$ cat config.mk
export PLATFORM = sky130hd
export DESIGN_NAME = uart_word_bridge
export DESIGN_NICKNAME = d
export VERILOG_FILES = /design/src/rtl/uart_word_bridge.sv
export SDC_FILE = /design/constraint.sdc
export NUM_CORES = 1
export LEC_CHECK = 0
export CAP_MARGIN = 20
export CORE_UTILIZATION = 30
export DETAILED_ROUTE_END_ITERATION = 6
export HOLD_SLACK_MARGIN = 0.15
export MAX_ROUTING_LAYER = met4
export RECOVER_POWER = 50
export SETUP_SLACK_MARGIN = 0.15
export SLEW_MARGIN = 20
export SYNTH_ARGS = -nofsm -noshare
export SYNTH_HDL_FRONTEND = slang
export SYNTH_SLANG_ARGS = --single-unit
$ cat constraint.sdc
create_clock -name clk -period 3.4 [get_ports clk]
set_input_delay 0.34 -clock clk [delete_from_list [all_inputs] [get_ports clk]]
set_output_delay 0.34 -clock clk [all_outputs]
set_load 0.02 [all_outputs]
$ cat src/rtl/uart_word_bridge.sv
// Byte-to-word adapter between an 8-bit UART RX/TX pair and the debug controller.
// RX bytes are packed little-endian into words; TX words are unpacked into bytes.
module uart_word_bridge #(
    parameter int NBITS   = 32,
    parameter int DBIT    = 8,
    parameter int TIMEOUT = 100000
) (
    input  logic             clk,
    input  logic             reset,
    input  logic [DBIT-1:0]  rx_byte,
    input  logic             rx_byte_done,
    output logic [NBITS-1:0] rx_Data,
    output logic             rx_done,
    output logic             rx_drop,
    input  logic [NBITS-1:0] tx_Data,
    input  logic             tx_start,
    output logic             tx_done,
    output logic             tx_busy,
    output logic [DBIT-1:0]  tx_byte,
    output logic             tx_byte_start,
    input  logic             tx_byte_done
);

    localparam int NBYTES = NBITS / DBIT;
    localparam int CW     = (NBYTES > 1) ? $clog2(NBYTES) : 1;
    localparam int IW     = (TIMEOUT > 1) ? $clog2(TIMEOUT) : 1;
    localparam bit TO_EN  = (TIMEOUT > 0);
    localparam logic [CW-1:0] LAST_IDX  = CW'(NBYTES - 1);
    localparam logic [IW-1:0] IDLE_LAST = IW'((TIMEOUT > 0) ? (TIMEOUT - 1) : 0);

    typedef enum logic [1:0] {
        TX_IDLE = 2'd0,
        TX_SEND = 2'd1,
        TX_WAIT = 2'd2
    } tx_state_t;

    // RX state
    logic [CW-1:0]    rcnt_r;
    logic [IW-1:0]    idle_r;
    logic [NBITS-1:0] shadow_r;
    logic [NBITS-1:0] rx_data_r;
    logic             rx_done_r;
    logic             rx_drop_r;
    logic [NBITS-1:0] rx_word_s;
    logic             idle_hit_s;

    // TX state
    tx_state_t        tx_state_r;
    tx_state_t        tx_state_s;
    logic [NBITS-1:0] tx_shift_r;
    logic [NBITS-1:0] tx_shift_s;
    logic [CW-1:0]    tx_idx_r;
    logic [CW-1:0]    tx_idx_s;
    logic             tx_done_s;
    logic [DBIT-1:0]  tx_byte_r;
    logic             tx_byte_start_r;
    logic             tx_done_r;
    logic             tx_busy_r;

    assign rx_Data       = rx_data_r;
    assign rx_done       = rx_done_r;
    assign rx_drop       = rx_drop_r;
    assign tx_byte       = tx_byte_r;
    assign tx_byte_start = tx_byte_start_r;
    assign tx_done       = tx_done_r;
    assign tx_busy       = tx_busy_r;

    // Shadow word with the incoming byte merged into slot rcnt; idle-limit detect.
    always_comb begin
        rx_word_s = shadow_r;
        rx_word_s[rcnt_r*DBIT +: DBIT] = rx_byte;
        idle_hit_s = TO_EN && (rcnt_r != {CW{1'b0}}) && (idle_r == IDLE_LAST);
    end

    // RX byte assembly, word hand-off and stale-word timeout.
    always_ff @(posedge clk or posedge reset) begin
        if (reset) begin
            rcnt_r    <= {CW{1'b0}};
            idle_r    <= {IW{1'b0}};
            shadow_r  <= {NBITS{1'b0}};
            rx_data_r <= {NBITS{1'b0}};
            rx_done_r <= 1'b0;
            rx_drop_r <= 1'b0;
        end else begin
            rx_done_r <= 1'b0;
            rx_drop_r <= 1'b0;
            if (rx_byte_done) begin
                // A byte landing on the timeout edge takes priority over the drop
                idle_r   <= {IW{1'b0}};
                shadow_r <= rx_word_s;
                if (rcnt_r == LAST_IDX) begin
                    rx_data_r <= rx_word_s;
                    rx_done_r <= 1'b1;
                    rcnt_r    <= {CW{1'b0}};
                end else begin
                    rcnt_r <= rcnt_r + 1'b1;
                end
            end else if (idle_hit_s) begin
                rcnt_r    <= {CW{1'b0}};
                idle_r    <= {IW{1'b0}};
                rx_drop_r <= 1'b1;
            end else if (TO_EN && (rcnt_r != {CW{1'b0}})) begin
                idle_r <= idle_r + 1'b1;
            end else begin
                idle_r <= {IW{1'b0}};
            end
        end
    end

    // TX next-state logic; outputs are registered from the next-state values.
    always_comb begin
        tx_state_s = tx_state_r;
        tx_shift_s = tx_shift_r;
        tx_idx_s   = tx_idx_r;
        tx_done_s  = 1'b0;
        case (tx_state_r)
            TX_IDLE: begin
                if (tx_start) begin
                    tx_shift_s = tx_Data;
                    tx_idx_s   = {CW{1'b0}};
                    tx_state_s = TX_SEND;
                end else begin
                    tx_state_s = TX_IDLE;
                end
            end
            TX_SEND: begin
                tx_state_s = TX_WAIT;
            end
            TX_WAIT: begin
                if (tx_byte_done) begin
                    if (tx_idx_r == LAST_IDX) begin
                        tx_state_s = TX_IDLE;
                        tx_done_s  = 1'b1;
                    end else begin
                        tx_shift_s = tx_shift_r >> DBIT;
                        tx_idx_s   = tx_idx_r + 1'b1;
                        tx_state_s = TX_SEND;
                    end
                end else begin
                    tx_state_s = TX_WAIT;
                end
            end
            default: begin
                tx_state_s = TX_IDLE;
            end
        endcase
    end

    // TX state and registered TX outputs.
    always_ff @(posedge clk or posedge reset) begin
        if (reset) begin
            tx_state_r      <= TX_IDLE;
            tx_shift_r      <= {NBITS{1'b0}};
            tx_idx_r        <= {CW{1'b0}};
            tx_byte_r       <= {DBIT{1'b0}};
            tx_byte_start_r <= 1'b0;
            tx_done_r       <= 1'b0;
            tx_busy_r       <= 1'b0;
        end else begin
            tx_state_r      <= tx_state_s;
            tx_shift_r      <= tx_shift_s;
            tx_idx_r        <= tx_idx_s;
            tx_byte_r       <= tx_shift_s[DBIT-1:0];
            tx_byte_start_r <= (tx_state_s == TX_SEND);
            tx_done_r       <= tx_done_s;
            tx_busy_r       <= (tx_state_s != TX_IDLE);
        end
    end

endmodule

Word level (Yosys, flattened, before mapping):

Cells that the tools add are included.

* flip-flop bits (word level): 124
* word-level logic and storage cells: 62
* input port bits: 45
* output and inout port bits: 45

* mux-type cells: 26
* add/sub/neg operators: 4
* shift-type cells: 2
* reduce and logical (&&, ||, !) cells: 8
* equal/unequal tests: 9

Operators with widths (number)
* 32-bit two-way mux: 3
* 32-bit case mux with 2 select lines: 1
* 17-bit two-way mux: 3
* 5-bit negator with 34-bit output: 1
* 8-bit by 34-bit variable shift with 32-bit output (first input constant): 1
* 8-bit by 34-bit variable part select with 32-bit output: 1
* 32-bit bitwise mux: 1
* 17-bit by 1-bit adder with 17-bit output (second input constant): 1
* 17-bit == test (second input constant): 1
* 2-bit two-way mux: 7
* 1-bit two-way mux: 9
* 2-bit nonzero test: 4
* 2-bit == test (second input constant): 3
* 2-bit inequality test (second input constant): 3
* 2-bit case mux with 3 select lines: 1
* 2-bit by 1-bit adder with 2-bit output (second input constant): 2
* 2-bit by 1-bit == test with 1-bit output (second input constant): 2
* 2-bit case mux with 2 select lines: 1
* 4-bit AND reduction: 1
* 2-bit logical NOT: 1
* 2-bit AND reduction: 1
* 1-bit logical AND: 1

Logic depth before layout (Yosys ltp):

Gate-level depths: netlist of run 1.

* depth in word-level cells: 5
* gate-level depth with buffers: 7
* mapped depth without buffers: 6

Worst setup path before layout of run 1:

Ideal clock, no wire load.

* path kind: register to register
* from: register rcnt_r[0]
* to: register idle_r[11]
* setup time: 0.119 ns
* stages on the path, launching flop included: 8
* path slack: 1.440 ns
* data arrival time: 1.841 ns
* period minus slack after synthesis: 1.960 ns
* required time: 3.281 ns
* path through: dfrtp_1 > inv_1 > ha_1 > nor4b_1 > nand2_1 > o31ai_4 > buf_6 > nor2_1

* longest elaborated chain between the ends: 4
* elaborated cells on any way between the ends: 5
* classes of those cells: mux: 3; reduce/logical: 2

Ends and longest elaborated chain
* from (decl): RTL line 38 `logic [CW-1:0] rcnt_r;`
* from (signal assigned): RTL line 78 `rcnt_r <= {CW{1'b0}};`
* from (signal assigned): RTL line 94 `rcnt_r <= {CW{1'b0}};`
* from (signal assigned): RTL line 96 `rcnt_r <= rcnt_r + 1'b1;`
* 2-bit nonzero test (*): RTL line 72, 102
* 17-bit two-way mux / 1-bit logical AND (equally long branches): RTL line 102, 72
* 17-bit two-way mux (*): RTL line 98 `end else if (idle_hit_s) begin`
* 17-bit two-way mux (*): RTL line 87 `if (rx_byte_done) begin`
* to (signal assigned): RTL line 89 `idle_r <= {IW{1'b0}};`
* to (signal assigned): RTL line 100 `idle_r <= {IW{1'b0}};`
* to (signal assigned): RTL line 103 `idle_r <= idle_r + 1'b1;`
* to (decl): RTL line 39 `logic [IW-1:0] idle_r;`

Mark *: on every way between the ends. The rest lies on a longest branch, timed or not.
A chain may end at the register's enable or synchronous reset.

Worst setup path after layout of run 1:

* from: register tx_state_r[0]
* to: register tx_shift_r[10]

* longest elaborated chain between the ends: 3
* elaborated cells on any way between the ends: 8
* classes of those cells: eq/ne: 4; mux: 1; reduce/logical: 3

Ends and longest elaborated chain
* from (decl): RTL line 48 `tx_state_t tx_state_r;`
* from (signal assigned): RTL line 160 `tx_state_r <= tx_state_s;`
* 2-bit == test / 2-bit logical NOT (equally long branches): RTL line 116 `case (tx_state_r)`
* 2-bit inequality test (no source line) / 2-bit nonzero test (equally long branches)
* 4-bit AND reduction (no source line)
* to (signal assigned): RTL line 153 `tx_shift_r <= {NBITS{1'b0}};`
* to (signal assigned): RTL line 161 `tx_shift_r <= tx_shift_s;`
* to (decl): RTL line 50 `logic [NBITS-1:0] tx_shift_r;`

Parallel ways exist; a longest one is shown, timed or not.

==> flow_summary.yaml, run 1 <==
routing:
  vias: 3764
  avgRoutedWirePerCell_um: 14.88
  drt_iter0_markers: 201
  firstDrtPassIters: 4
  drc: 0
  routed_wl_mm: 11.74
  detail_route.vias_per_cell: 4.771
  ant_nets: 0
global_route:
  track_usage_pct: 15.06
  overflow: 0
  grt_max_degree: 77
  grt_pass1_wl_mm: 19.98
  antenna_found_initial: 0
  first_global_vias: 3923
synthesis:
  ys_seq_elements: 116
  yosys_warnings: 0
  yosysTopAreaCellShare_pct: 56.63
  async_reset_ff_share_pct: 100.0
  synth_ff_type: "dfrtp_1"
  netlist_area_um2: 5126
  seq_area_frac_synth_pct: 56.63
  synthTopCellsByArea: "dfrtp_1 (57%), a22o_1 (6.8%), o21ai_0 (5.1%)"
  synth_edf_count: 0
  postSynthAreaPerCell_um2: 10.70
  syn-instance-count: 479
  synth_cell_types: 37
  syn-num-nets: 531
  yosys.area.top_type: "dfrtp_1"
floorplan:
  die_area_um2: 17610
  die_h_um: 132.7
  rows: 47
  core_area_um2: 16640
  initial_core_util_pct: 30.80
  die_w_um: 132.7
  io_pins: 90
final_layout:
  layout-drive-gt1-share_pct: 8.612
  fill_cells: 1588
  area_growth_pct: 33.56
  finalInstanceArea_um2: 6847
  nets: 608
  fin_util_pct: 41.14
  n_antenna_cell: 0
clock_tree:
  clk_latency_ns: 0.41
  root_buffer: "clkbuf_16"
  htreeDepth: 4
  clock_sinks: 116
  cts_tree: "done"
  cts_buffer_depth: 2
  cts_made_buffers: 17
  hold_buffers: 0
  clk_transition_reported_paths_ns: 0.06
  cts_setup_buffers: 0
  cts-resized-gates: 0
worst_setup_path:
  path_class: "flip-flop to flip-flop"
  max_stage_delay_ns: 1.11
  cp-end-kind: "flip-flop"
  crit_required_ns: 3.69
  crit_fanout: 26
  cp_cell_sequence: "nor3b_1 -> a31oi_4 -> buf_8 -> buf_8 -> nand2_1 -> o21ai_0"
  path_common_cell: "buf_8"
  start_kind: "flip-flop"
  worst_r2r_path_depth: 6
  critPathTopFamily: "simple AND/OR/NAND/NOR gates"
  path_buf_inv: 2
  slowest_stage: "nor3b_1"
  cp_num_cells: 6
  arrival_ns: 2.76
placement:
  numPortBuffers: 89
  dpl-instance-area_um2: 6201
  finalWeightedCongestion: 0.7783
  dp_hpwl_mm: 8.022
pwr:
  power.density_nw_per_um2: 837.6
  irDropWorstVdd_mv: 0.3947
  p_leak_uw: 0.003103
status:
  violations: "max-capacitance violations, max-slew violations"
  outcome: "finished, violations left"
flow_run:
  cap_violations: 1
sta:
  period_needed_ns: 2.472
  tightest_slew_ns: 1.747
  drv_slew: 39
  rsz0062_at_grt: "no"
  finalHoldViolations: 0
  setup_viol: 0
  tns_ns: 0
  relSlewSlack_pct: -17.13
  fmax_ghz: 0.4045
  fin_skew_ns: 0.004749
  finalCritPeriodShare_pct: 72.71
min_path:
  holdPathStages: 2
  hold_path.class: "flip-flop to flip-flop"
[routing by layer]
layer  global-route usage [%]  part of all wire [%]
met1                    19.35                    48
met2                    22.54                    48
met3                    3.602                   3.0
met4                    6.641                   1.9
met5                        -                     0
[cell type report]
cell class              count  area, µm²  area share [%]
multi-input cells         315       1998           29.18
inverters                   8      31.28          0.4569
well taps                 220      275.3           4.020
flip-flops and latches    116       2903           42.40
repair buffers             98      982.2           14.35
clock inverters            15      231.5           3.381
clock buffers              17      425.4           6.213
[worst min-delay path, stage by stage (launching register included)]
cell,delay [ns]
dfrtp_1,0.33
nand2_1,0.05
o21ai_0,0.06
[cell families after synthesis]
logic type / after synthesis / share of synthesized area, %
xor+xnor: 13 / 2.221
simple gates: 148 / 14.74
compound gates: 123 / 15.43
flops: 116 / 56.63
buf+inv: 48 / 4.589
fa+ha+maj: 7 / 1.708
mux: 24 / 4.686
[synthesized netlist by cell type, types with 8 or more instances]
cell      number
a21oi_1       26
a22o_1        40
buf_2         14
buf_4          8
clkbuf_1      17
dfrtp_1      116
inv_1          8
mux2i_1       24
nand2_1       67
nor2_1        18
nor2b_1       25
o21ai_0       52
[flip-flops by register name, indices dropped and copies added (netlist names)]
register	cells
tx_state_r	2
shadow_r	24
tx_shift_r	32
tx_byte_start	1
tx_idx_r	2
rx_drop	1
tx_busy	1
idle_r	17
rcnt_r	2
rx_done	1
tx_done	1
rx_Data	32
[placed cells by master, fill, tap and decap left out, types with 17 or more instances in the layout]
master,netlist,layout
nor2_1,18,18
a21oi_1,26,26
dlygate4sd3_1,0,19
o21ai_0,52,52
dfrtp_1,116,116
nor2b_1,25,25
a22o_1,40,40
nand2_1,67,67
clkdlybuf4s50_1,0,70
clkbuf_16,0,17
mux2i_1,24,24
[where the power goes]
group / internal (µW) / total [µW] / switching, µW / leakage, µW
clock network: 1310 / 1970 / 667 / 0.000314
registers: 1810 / 2050 / 238 / 0.00155
logic: 789 / 1710 / 919 / 0.00124
total: 3910 / 5730 / 1820 / 0.00310
[final timing paths]
kind | start | endpoint | slack [ns]
worst max-delay path | tx_state_r[0] | tx_shift_r[10] | 0.93
worst min-delay path | tx_shift_r[1] | tx_shift_r[1] | 0.47
worst max register to register | tx_state_r[0] | tx_shift_r[10] | 0.93
worst min register to register | tx_shift_r[1] | tx_shift_r[1] | 0.47
max in group asynchronous | reset | idle_r[4] | 1.52
min in group asynchronous | reset | tx_state_r[1] | 0.82
[stage by stage]
stage / std cells / hold slack, ns / total power (µW) / worst slack, ns
2_1_floorplan: 479 / 0.4492 / 3175 / 1.440
3_3_place_gp: 755 / 0.4619 / 3735 / 0.8046
3_5_place_dp: 757 / 0.4699 / 3831 / 1.021
4_1_cts: 789 / 0.4780 / 5833 / 1.001
5_1_grt: 789 / 0.4918 / 6077 / 0.7008
6_report: 789 / 0.4712 / 5734 / 0.9279
Power figures use the tool's default switching activity.
==> run 2: changes to the inputs <==
- clock period: 3.4 -> 2.4 ns (I/O delays scaled with it)
==> flow_summary.yaml, run 2 (synthesis gave the netlist of run 1 again) <==
pwr:
  finalPower_uw: 7932
  p_leak_uw: 0.003094
  power.density_nw_per_um2: 1162
  irDropWorstVdd_mv: 0.5080
worst_setup_path:
  max_stage_delay_ns: 0.46
  arrival_ns: 2.31
  crit_fanout: 17
  r2r-start: "rcnt_r[0]"
  start_kind: "flip-flop"
  cp_cell_sequence: "inv_1 -> ha_2 -> nor4b_1 -> nand2_1 -> o31ai_4 -> buf_4 -> nor2_1"
  r2r_slack_ns: 0.38
  path_class: "flip-flop to flip-flop"
  path_buf_inv: 2
  critPathTopFamily: "simple AND/OR/NAND/NOR gates"
  r2r-end: "idle_r[9]"
  crit_required_ns: 2.68
  cp-end-kind: "flip-flop"
  slowest_stage: "dfrtp_1"
  worst_r2r_path_depth: 7
clock_tree:
  cts_setup_buffers: 0
  cts_made_buffers: 17
  htreeDepth: 4
  cts-resized-gates: 0
  clock_sinks: 116
  hold_buffers: 0
  clk_latency_ns: 0.41
  clk_transition_reported_paths_ns: 0.05
  cts_tree: "done"
  root_buffer: "clkbuf_16"
  cts_buffer_depth: 2
final_layout:
  n_antenna_cell: 0
  nets: 613
  fill_cells: 1582
  area_growth_pct: 33.15
  layout_commonest_cell: "dfrtp_1"
  layout-drive-gt1-share_pct: 9.582
  finalInstanceArea_um2: 6825
  register_area_um2: 2903
  multi_input_area_um2: 1997
  fin_util_pct: 41.01
  layout_common_cells: "dfrtp_1 (116), clkdlybuf4s50_1 (82), nand2_1 (67)"
global_route:
  overflow: 0
  grt_pass1_wl_mm: 19.64
  first_global_vias: 3780
  grt_max_degree: 78
  track_usage_pct: 14.70
  antenna_found_initial: 0
sta:
  tightest_slew_ns: 1.667
  relSlewSlack_pct: -11.14
  fmax_ghz: 0.4940
  tns_ns: 0
  drv_slew: 78
  finalHoldViolations: 0
  fin_skew_ns: 0.005040
  fin_ws_ns: 0.3755
  rsz0062_at_grt: "no"
  finalCritPeriodShare_pct: 84.35
  setup_viol: 0
  period_needed_ns: 2.024
routing:
  drc: 0
  routed_wl_mm: 11.40
  vias: 3704
  avgRoutedWirePerCell_um: 14.36
  drt_iter0_markers: 234
  ant_nets: 0
  detail_route.vias_per_cell: 4.665
  firstDrtPassIters: 6
min_path:
  holdPathStages: 2
  hold_path.class: "input pin to flip-flop"
  min_to: "tx_shift_r[31]"
  hold_start: "tx_Data[31]"
placement:
  dp_hpwl_mm: 7.919
  dpl-instance-area_um2: 6248
  numPortBuffers: 89
  pre_cts_ws_ns: 0.2999
  finalWeightedCongestion: 0.7587
floorplan:
  io_pins: 90
  die_h_um: 132.7
  die_area_um2: 17610
  initial_core_util_pct: 30.80
  rows: 47
  die_w_um: 132.7
  core_area_um2: 16640
status:
  outcome: "finished, violations left"
  violations: "max-capacitance violations, max-slew violations"
flow_run:
  cap_violations: 1
run 2: changes by cell type in the layout (fill, tap and decap cells not counted), sizes merged:
cell,before,now
buf,8,12
bufinv,5,3
clkbuf,18,24
clkdlybuf4s50,70,82
clkinvlp,3,1
dlygate4sd3,19,7
inv,8,7
run 2: layout make-up:
| cell class | count | area share, % |
|---|---|---|
| clock inverter | 10 | 1.888 |
| clock buffer | 22 | 6.948 |
| sequential | 116 | 42.53 |
| multi-input combinational | 315 | 29.26 |
| tap | 220 | 4.033 |
| timing repair buffer | 103 | 14.85 |
| inverter | 8 | 0.4950 |
run 2: worst register-to-register path, cell delays in order (launching register included):
cell	delay, ns
dfrtp_1	0.46
inv_1	0.19
ha_2	0.29
nor4b_1	0.26
nand2_1	0.16
o31ai_4	0.23
buf_4	0.24
nor2_1	0.08
run 2: worst max path at each step:
| stage | startpoint | slack, ns | depth (start not counted) | end |
|---|---|---|---|---|
| final | rcnt_r[0] | 0.38 | 7 | idle_r[9] |
| after global placement | rcnt_r[0] | 0.39 | 7 | idle_r[8] |
| after floorplan | rcnt_r[0] | 0.44 | 7 | idle_r[11] |
| after detailed placement | rcnt_r[0] | 0.30 | 7 | idle_r[15] |
| after CTS | rcnt_r[0] | 0.30 | 7 | idle_r[5] |
| after global routing | reset | 0.18 | 3 | shadow_r[17] |
run 2: stage by stage:
stage,hold slack (ns),instances
floorplan,0.3684,479
global placement,0.4606,762
detailed placement,0.4717,762
CTS,0.3352,794
global route,0.4275,794
finish,0.4481,794
run 2: per-layer routing:
layer | track usage [%] | part of all wire, %
met5 | - | 0
met4 | 6.641 | 1.5
met3 | 3.793 | 3.5
met2 | 21.20 | 47
met1 | 19.34 | 48
run 2: report_power, final:
part,internal (µW),switching (µW)
registers,2570,341
clock network,1700,850
logic,1180,1290
==> run 3: changes to the inputs <==
- clock period: 2.4 -> 1.94 ns (I/O delays scaled with it)
==> flow_summary.yaml, run 3 (synthesis gave the netlist of run 1 again) <==
status:
  outcome: "finished clean"
clock_tree:
  clock_sinks: 116
  clk_transition_reported_paths_ns: 0.05
  root_buffer: "clkbuf_16"
  cts_buffer_depth: 2
  cts_tree: "done"
  htreeDepth: 4
  cts_made_buffers: 17
  clk_latency_ns: 0.41
  cts_setup_buffers: 0
routing:
  firstDrtPassIters: 4
  routed_wl_mm: 11.42
  detail_route.vias_per_cell: 4.738
  avgRoutedWirePerCell_um: 14.37
  ant_nets: 0
  drt_iter0_markers: 156
  vias: 3767
  drc: 0
worst_setup_path:
  startpoint: "rcnt_r[1]"
  max_stage_delay_ns: 0.39
  arrival_ns: 1.99
  path_class: "flip-flop to flip-flop"
  cp-end-kind: "flip-flop"
  crit_required_ns: 2.23
  cp_cell_sequence: "inv_2 -> ha_4 -> nor4b_2 -> nand2_1 -> o31ai_4 -> buf_12 -> nor2_1"
  slowest_stage: "dfrtp_1"
  critPathTopFamily: "simple AND/OR/NAND/NOR gates"
  path_buf_inv: 2
  crit_fanout: 17
  r2r-start: "rcnt_r[1]"
  start_kind: "flip-flop"
final_layout:
  nets: 616
  area_growth_pct: 35.56
  layout_commonest_cell: "dfrtp_1"
  register_area_um2: 2904
  layout_common_cells: "dfrtp_1 (115), clkdlybuf4s50_1 (89), nand2_1 (67)"
  layout-drive-gt1-share_pct: 11.30
  n_antenna_cell: 0
  fin_util_pct: 41.76
  multi_input_area_um2: 2062
  fill_cells: 1582
global_route:
  grtUsageMet3_pct: 3.640
  grtUsageMet2_pct: 21.32
  first_global_vias: 3847
  met1_usage_pct: 19.22
  grt_max_degree: 59
  top_usage_layer: "met2"
  overflow: 0
  track_usage_pct: 14.64
  grt_pass1_wl_mm: 19.68
  antenna_found_initial: 0
pwr:
  power.density_nw_per_um2: 1439
  finalPower_uw: 9997
  p_leak_uw: 0.003108
  irDropWorstVdd_mv: 0.6877
floorplan:
  initial_core_util_pct: 30.80
  die_h_um: 132.7
  io_pins: 90
  die_w_um: 132.7
  rows: 47
  die_area_um2: 17610
  core_area_um2: 16640
flow_run:
  cap_violations: 0
sta:
  relSlewSlack_pct: 47.54
  fmax_ghz: 0.5886
  finalHoldWorstSlack_ns: 0.4038
  finalCritPeriodShare_pct: 87.58
  period_needed_ns: 1.699
  fin_ws_ns: 0.2410
  fin_skew_ns: 0.009048
  rsz0062_at_grt: "no"
  drv_slew: 0
  tightest_slew_ns: 0.7870
  tns_ns: 0
  finalHoldViolations: 0
  setup_viol: 0
placement:
  numPortBuffers: 89
  pre_cts_ws_ns: 0.01829
  dp_hpwl_mm: 7.806
  finalWeightedCongestion: 0.7634
min_path:
  hold_path.class: "input pin to flip-flop"
  hold_start: "tx_Data[24]"
[run 3: cell types whose count changed in the layout (fill, tap and decap cells not counted), sizes merged, moves of 2 or more]
cell           before  now
buf                12   14
clkdlybuf4s50      82   89
clkbuf             24   22
dlygate4sd3         7    1
clkinv              7    4
[run 3: area by class of cell]
type | count | share of cell area (%)
Sequential cell | 116 | 41.79
Tap cell | 220 | 3.961
Clock inverter | 10 | 2.251
Multi-Input combinational cell | 315 | 29.67
Timing Repair Buffer | 106 | 15.41
Inverter | 8 | 0.4861
Clock buffer | 20 | 6.428
[run 3: repair_timing]
| item | in CTS | in global routing |
|---|---|---|
| pin swaps | 0 | 1 |
| resized for setup | 4 | 6 |
| hold buffers | 1 | 0 |
| gates cloned | 0 | 0 |
| endpoints found under the setup margin | 16 | 50 |
| hold endpoints to repair | 1 | 0 |
[run 3: worst reg2reg max path, cell delays in order (launching register included)]
cell and delay, ns:
dfrtp_1 0.39, inv_2 0.10, ha_4 0.21, nor4b_2 0.22, nand2_1 0.15, o31ai_4 0.28
buf_12 0.18, nor2_1 0.06
[run 3: worst paths after layout]
kind	cells after the start	slack [ns]	to
max in group asynchronous	4	0.39	rcnt_r[0]
setup / recovery	7	0.24	idle_r[14]
setup reg to reg	7	0.24	idle_r[14]
hold reg to reg	2	0.48	tx_shift_r[2]
hold / removal	2	0.40	tx_shift_r[24]
min in group asynchronous	3	0.52	rx_done
[run 3: through the flow]
step	std cells	cell area [µm²]
floorplan	479	5161
CTS	795	6955
detailed placement	764	6332
finish	795	6949
global placement	764	6332
global route	795	6949
[run 3: layer usage]
metal	vias to the layer above	part of all wire, %
li1	1828	-
met1	1834	48
met2	84	46
met3	21	4.3
met4	0	2.1
met5	-	0
[run 3: power by group]
group	internal [µW]	switching (µW)
clock network	2160	1060
registers	3180	426
logic	1530	1640
total	6880	3120
